File: src/rtl/uart_rx_deserializer.sv
// rtl/uart_rx_deserializer.sv - UART receiver front end: 8N1 (or 8E1) deserializer with valid/ready byte output
//
// Optional feature macro: UART_RX_PARITY_EN (8E1 framing, adds parity_error output).
//
// Ports:
//   clk            system clock
//   rst_n          asynchronous active-low reset
//   rx_serial      asynchronous serial line, idle high
//   rx_enable      receiver enable; low aborts any frame in progress
//   rx_ready       consumer accepts the held byte when high with rx_valid
//   rx_data_out    received byte, stable while rx_valid is high
//   rx_valid       byte available in the holding register
//   framing_error  one-cycle pulse: stop bit sampled low
//   overrun_error  one-cycle pulse: good byte dropped, holding register full
//   parity_error   one-cycle pulse: even-parity mismatch (UART_RX_PARITY_EN only)
//   busy           high whenever the receive FSM is not idle
module uart_rx_deserializer #(
  parameter int CLKS_PER_BIT = 87,
  parameter int CNT_W        = 8
) (
  input  logic       clk,
  input  logic       rst_n,
  input  logic       rx_serial,
  input  logic       rx_enable,
  input  logic       rx_ready,
  output logic [7:0] rx_data_out,
  output logic       rx_valid,
  output logic       framing_error,
  output logic       overrun_error,
`ifdef UART_RX_PARITY_EN
  output logic       parity_error,
`endif
  output logic       busy
);

  localparam logic [CNT_W-1:0] CNT_LAST = CNT_W'(CLKS_PER_BIT - 1);
  localparam logic [CNT_W-1:0] CNT_HALF = CNT_W'(CLKS_PER_BIT / 2 - 1);

`ifdef UART_RX_PARITY_EN
  typedef enum logic [2:0] {IDLE, START, DATA, PARITY, STOP} state_t;
`else
  typedef enum logic [2:0] {IDLE, START, DATA, STOP} state_t;
`endif

  state_t           state;
  logic [CNT_W-1:0] cnt;
  logic [2:0]       idx;
  logic [7:0]       shreg;
  logic             sync1;
  logic             sync2;
  logic             prev_s;
  logic             rx_s;
`ifdef UART_RX_PARITY_EN
  logic             par_bad;
`endif

  assign rx_s = sync2;
  assign busy = (state != IDLE);

  always_ff @(posedge clk or negedge rst_n) begin
    if (!rst_n) begin
      state         <= IDLE;
      cnt           <= '0;
      idx           <= '0;
      shreg         <= '0;
      sync1         <= 1'b1;
      sync2         <= 1'b1;
      prev_s        <= 1'b1;
      rx_data_out   <= '0;
      rx_valid      <= 1'b0;
      framing_error <= 1'b0;
      overrun_error <= 1'b0;
`ifdef UART_RX_PARITY_EN
      parity_error  <= 1'b0;
      par_bad       <= 1'b0;
`endif
    end else begin
      sync1         <= rx_serial;
      sync2         <= sync1;
      prev_s        <= rx_s;
      framing_error <= 1'b0;
      overrun_error <= 1'b0;
`ifdef UART_RX_PARITY_EN
      parity_error  <= 1'b0;
`endif

      // Handshake clear; a byte delivered in the same cycle overrides this below.
      if (rx_valid && rx_ready) begin
        rx_valid <= 1'b0;
      end

      if (state != IDLE && !rx_enable) begin
        // Abort: drop the partial frame silently, holding register untouched.
        state <= IDLE;
        cnt   <= '0;
      end else begin
        case (state)
          IDLE: begin
            // Require a real 1->0 edge so a held-low line (break) cannot re-trigger.
            if (rx_enable && prev_s && !rx_s) begin
              state <= START;
              cnt   <= '0;
            end
          end

          START: begin
            if (cnt == CNT_HALF) begin
              cnt   <= '0;
              idx   <= '0;
              state <= rx_s ? IDLE : DATA;
            end else begin
              cnt <= cnt + 1'b1;
            end
          end

          DATA: begin
            if (cnt == CNT_LAST) begin
              cnt   <= '0;
              shreg <= {rx_s, shreg[7:1]};
              if (idx == 3'd7) begin
`ifdef UART_RX_PARITY_EN
                state <= PARITY;
`else
                state <= STOP;
`endif
              end else begin
                idx <= idx + 3'd1;
              end
            end else begin
              cnt <= cnt + 1'b1;
            end
          end

`ifdef UART_RX_PARITY_EN
          PARITY: begin
            if (cnt == CNT_LAST) begin
              cnt     <= '0;
              // Even parity: data bits plus parity bit must hold an even count of ones.
              par_bad <= ^{shreg, rx_s};
              state   <= STOP;
            end else begin
              cnt <= cnt + 1'b1;
            end
          end
`endif

          STOP: begin
            if (cnt == CNT_LAST) begin
              // Sample mid stop bit and leave at once so the next start edge is not missed.
              cnt   <= '0;
              state <= IDLE;
              if (!rx_s) begin
                framing_error <= 1'b1;
`ifdef UART_RX_PARITY_EN
              end else if (par_bad) begin
                parity_error <= 1'b1;
`endif
              end else if (!rx_valid || rx_ready) begin
                rx_data_out <= shreg;
                rx_valid    <= 1'b1;
              end else begin
                overrun_error <= 1'b1;
              end
            end else begin
              cnt <= cnt + 1'b1;
            end
          end

          default: begin
            state <= IDLE;
            cnt   <= '0;
          end
        endcase
      end
    end
  end

endmodule

File: config.mk
export PLATFORM = sky130hd
export DESIGN_NAME = uart_rx_deserializer
export DESIGN_NICKNAME = d
export VERILOG_FILES = /design/src/rtl/uart_rx_deserializer.sv
export SDC_FILE = /design/constraint.sdc
export NUM_CORES = 1
export LEC_CHECK = 0
export ABC_AREA = 1
export ABC_CLOCK_PERIOD_IN_PS = 1760
export CORE_MARGIN = 10
export CORE_UTILIZATION = 55
export CTS_CLUSTER_DIAMETER = 120
export DETAILED_ROUTE_END_ITERATION = 8
export PLACE_DENSITY = 0.83
export SLEW_MARGIN = 20
export SYNTH_ARGS = -nofsm -noshare
export SYNTH_HDL_FRONTEND = slang
export SYNTH_SLANG_ARGS = --single-unit
File: constraint.sdc
create_clock -name clk -period 1.76 [get_ports clk]
set_input_delay 0.264 -clock clk [delete_from_list [all_inputs] [get_ports clk]]
set_output_delay 0.264 -clock clk [all_outputs]
set_load 0.005 [all_outputs]
==> metrics.csv, run 1 <==
stage,metric,value,unit
status,status,completed,
die,core footprint,3128,µm²
power,Combinational Power Share,32.1,%
timing,period utilisation layout,95.55,%
global_route,global-route wire length before repair,6127,µm
detailed_routing,Initial DRC Count,113,
worst_setup_path,worst path arrival time,1.42,ns
synth,synth unique cells,26,
worst_setup_path,Crit path max-delay family,buffers and inverters,
worst_setup_path,Reg2Reg Depth,6,
die,chip height,77.73,µm
worst_setup_path,Critical Path End Type,primary output,
global_route,vias in the first global route,1407,
final_layout,Layout area overhead,21.30,%
synth,share of the synthesized area in the top cell type,43.69,%
timing,Setup Viol. Count Final,0,
worst_setup_path,WP data required,1.50,ns
synth,post-synth top area cell,dfrtp_1,
worst_setup_path,Critical-path top delay cell,dfrtp_2,
power,switching power,803.0,µW
die,die footprint,6042,µm²
timing,Slew @ Worst Pin,0.5262,ns
die,row count,20,
detailed_routing,Post-route DRC,0,
power,Seq pwr share,42.2,%
worst_setup_path,RR Startpoint,state[1]$_DFFE_PN0P_,
power,leakage,1.042,nW
synth,Syn Nets,223,
timing,Tmin final,1.682,ns
worst_setup_path,reg-to-reg endpoint,idx[2]$_DFFE_PN0P_,
clock_network,Max Root-Sink Buffers,2,
worst_setup_path,CP max FO,5,
final_layout,most frequent cells in the layout,"nand2_1, dfrtp_1, inv_1, o21ai_2, clkdlybuf4s50_1",
timing,Max-Slew Margin vs Limit,64.79,%
final_layout,Diodes inserted,0,
placed_design,Final HPWL DP,2551,µm
synth,"EDFF count, synth",0,
worst_setup_path,CP Cell Sequence,"nor2_4, inv_1, clkdlybuf4s50_1",
clock_network,insertion delay to the later sink of the worst-skew pair,0.35,ns
synth,Synth Instances,214,
clock_network,htree depth,2,
timing,Final Hold Vio Count,0,
final_layout,sequential cell area,883.3,µm²
worst_setup_path,Max stage delay on crit path,0.46,ns
synth,ranking of synthesized cells by area,"dfrtp_1, nand2_1, o21ai_2, inv_1, dfstp_2",
detailed_routing,vias per cell,5.045,
placed_design,Post-DP Area,2043,µm²
timing,WHS,0.3033,ns
worst_setup_path,Buffers & Inverters on Critical Path,2,
detailed_routing,vias,1458,
synth,Syn Std Cell Area,1833,µm²
timing,Fmax,0.5946,GHz
final_layout,post-route cell area,2223,µm²
die,chip width,77.73,µm
final_layout,final core utilization,71.08,%
global_route,total global routing overflow,0,
detailed_routing,drt total wl,3691,µm
final_layout,layout cell share with drive strength beyond 1,27.35,%
synth,async set-reset flop share out of synthesis,100.0,%
global_route,pin count of the biggest net entering global routing,36,
synth,Avg Inst Size Synth,8.565,µm²
detailed_routing,Pre-Repair DR Iteration Count,4,
die,starting density of the core,58.60,%
clock_network,CTS tree,built,
placed_design,IO buf count,16,
synth,YS warnings,0,
synth,#FFs+latches synth,35,
synth,post-synthesis sequential area ratio,47.99,%
power,cell-internal power,1.432,mW
clock_network,"Reg clk slew, reported paths",0.11,ns
worst_setup_path,CP Launch Type,register,
final_layout,Final nets,253,
clock_network,CTS Root Cell,clkbuf_4,
power,PwrDens,1005,nW/µm²
synth,ys flop type,dfrtp_1,
power,clock group share of total power,25.7,%
clock_network,CTS Sinks,35,
timing,Clock Skew,0.01384,ns
final_layout,FILL cells,240,
flow_run,Max Cap Viol,0,
clock_network,CTS Buf Count,5,
placed_design,Placer Congestion,0.8755,
worst_setup_path,crit path kind,reg2out,
timing,RSZ-0062 raised after global routing,false,
min_path,Hold WC Path Type,in2async,
final_layout,"commonest non-fill, non-tap cell in the layout",nand2_1,
detailed_routing,routed len/inst,12.77,µm
die,I/O pins,17,
power,maximum vdd drop,0.7582,mV
timing,setup TNS,0,ns
final_layout,area of the multi-input gates,865.8,µm²
global_route,gr usage total,12.35,%
global_route,initial antenna violation count,0,
worst_setup_path,r2r setup slk,0.11,ns
detailed_routing,post-route ant nets,0,
timing,Max Slew Vio Count,0,
power,Sw Ratio,35.92,%
kinds of logic (layout without fill, tap and decap cells):
family                   count (synthesis)  in the layout  share of synthesized area, %
AND/OR/NAND/NOR                        113            114                         29.69
flip-flops                              35             35                         47.99
buffers and inverters                   33             63                         7.645
AO/OA/AOI/OAI                           27             27                         10.99
adder cells (fa/ha/maj)                  4              4                         2.730
XOR/XNOR                                 2              2                        0.9558
metrics by stage:
| stage | setup WS [ns] | instances | power [mW] |
|---|---|---|---|
| final | 0.07833 | 289 | 2.235 |
| after global routing | 0.004230 | 289 | 2.379 |
| after CTS | 0.01614 | 283 | 2.182 |
| after detailed placement | 0.06433 | 274 | 1.566 |
| after global placement | 0.1385 | 274 | 1.564 |
| after floorplan | 0.2329 | 214 | 1.388 |
power by group through the flow:
stage	combinational, mW	sequential, mW	clock [mW]
final	0.717	0.943	0.575
after global routing	0.813	0.954	0.613
after detailed placement	0.599	0.967	0
after CTS	0.650	0.943	0.589
after global placement	0.600	0.964	0
after floorplan	0.463	0.925	0
worst register-to-register path, delay by kind of cell, from the launching register on:
family,cells,cell delay [ns]
flops,1,0.44
simple gates,4,0.68
buf+inv,1,0.17
compound gates,1,0.26
flip-flops by register name, indices dropped and copies added (netlist names):
signal / flops
rx_s: 1
state: 2
shreg: 8
cnt: 8
sync1: 1
rx_valid: 1
overrun_error: 1
prev_s: 1
idx: 3
rx_data_out: 8
framing_error: 1
per-layer routing:
metal | GRT usage (%) | routed length [µm] | vias up
met5 | 0 | 0 | -
met4 | 5.657 | 63 | 0
met3 | 4.954 | 188 | 7
met2 | 19.49 | 1858 | 23
met1 | 14.38 | 1580 | 690
li1 | - | - | 738
repair_timing:
action / 4_1_cts / 5_1_grt
resized for setup: 3 / 12
buffers inserted: 1 / 5
pin swaps: 0 / 5
setup endpoints to repair: 1 / 16
hold buffers: 0 / 0
gates cloned: 0 / 1
synth_stat cells (2+ instances only):
cell type  count
nand2_4        2
buf_6          2
xor2_1         2
a21oi_1        2
nand3_1       15
nor2_2         2
nor2_4         3
nand3b_1       2
o21ai_2       16
o21ai_0        3
inv_2          5
nor2_1        10
dfrtp_1       32
o21ai_1        5
nand4_1        3
inv_1         25
ha_1           4
dfstp_2        3
nand2_1       68
nand2_2        4
worst max path at each step:
stage	start	end	slack [ns]	depth (start not counted)
floorplan	cnt[0]$_DFFE_PN0P_	rx_data_out[4]$_DFFE_PN0P_	0.23	10
global placement	cnt[0]$_DFFE_PN0P_	rx_data_out[0]$_DFFE_PN0P_	0.14	9
detailed placement	cnt[0]$_DFFE_PN0P_	rx_data_out[1]$_DFFE_PN0P_	0.06	9
CTS	state[0]$_DFFE_PN0P_	busy	0.02	3
global route	state[0]$_DFFE_PN0P_	busy	0.004	3
finish	state[0]$_DFFE_PN0P_	busy	0.08	3
area by class of cell:
type,count,area share (%)
Tap cell,44,2.476
Timing Repair Buffer,25,10.24
Clock inverter,2,1.688
Inverter,30,5.065
Multi-Input combinational cell,147,38.94
Clock buffer,6,1.857
Sequential cell,35,39.73
Power figures use the tool's default switching activity.
==> run 2, diff against run 1 <==
--- a/config.mk
+++ b/config.mk
@@ -11,6 +11,7 @@
 export CORE_UTILIZATION = 55
 export CTS_CLUSTER_DIAMETER = 120
 export DETAILED_ROUTE_END_ITERATION = 8
+export GPL_ROUTABILITY_DRIVEN = 0
 export PLACE_DENSITY = 0.83
 export SLEW_MARGIN = 20
 export SYNTH_ARGS = -nofsm -noshare
==> results of run 2 <==
No change in the layout: final DEF, timing and power equal those of run 1.
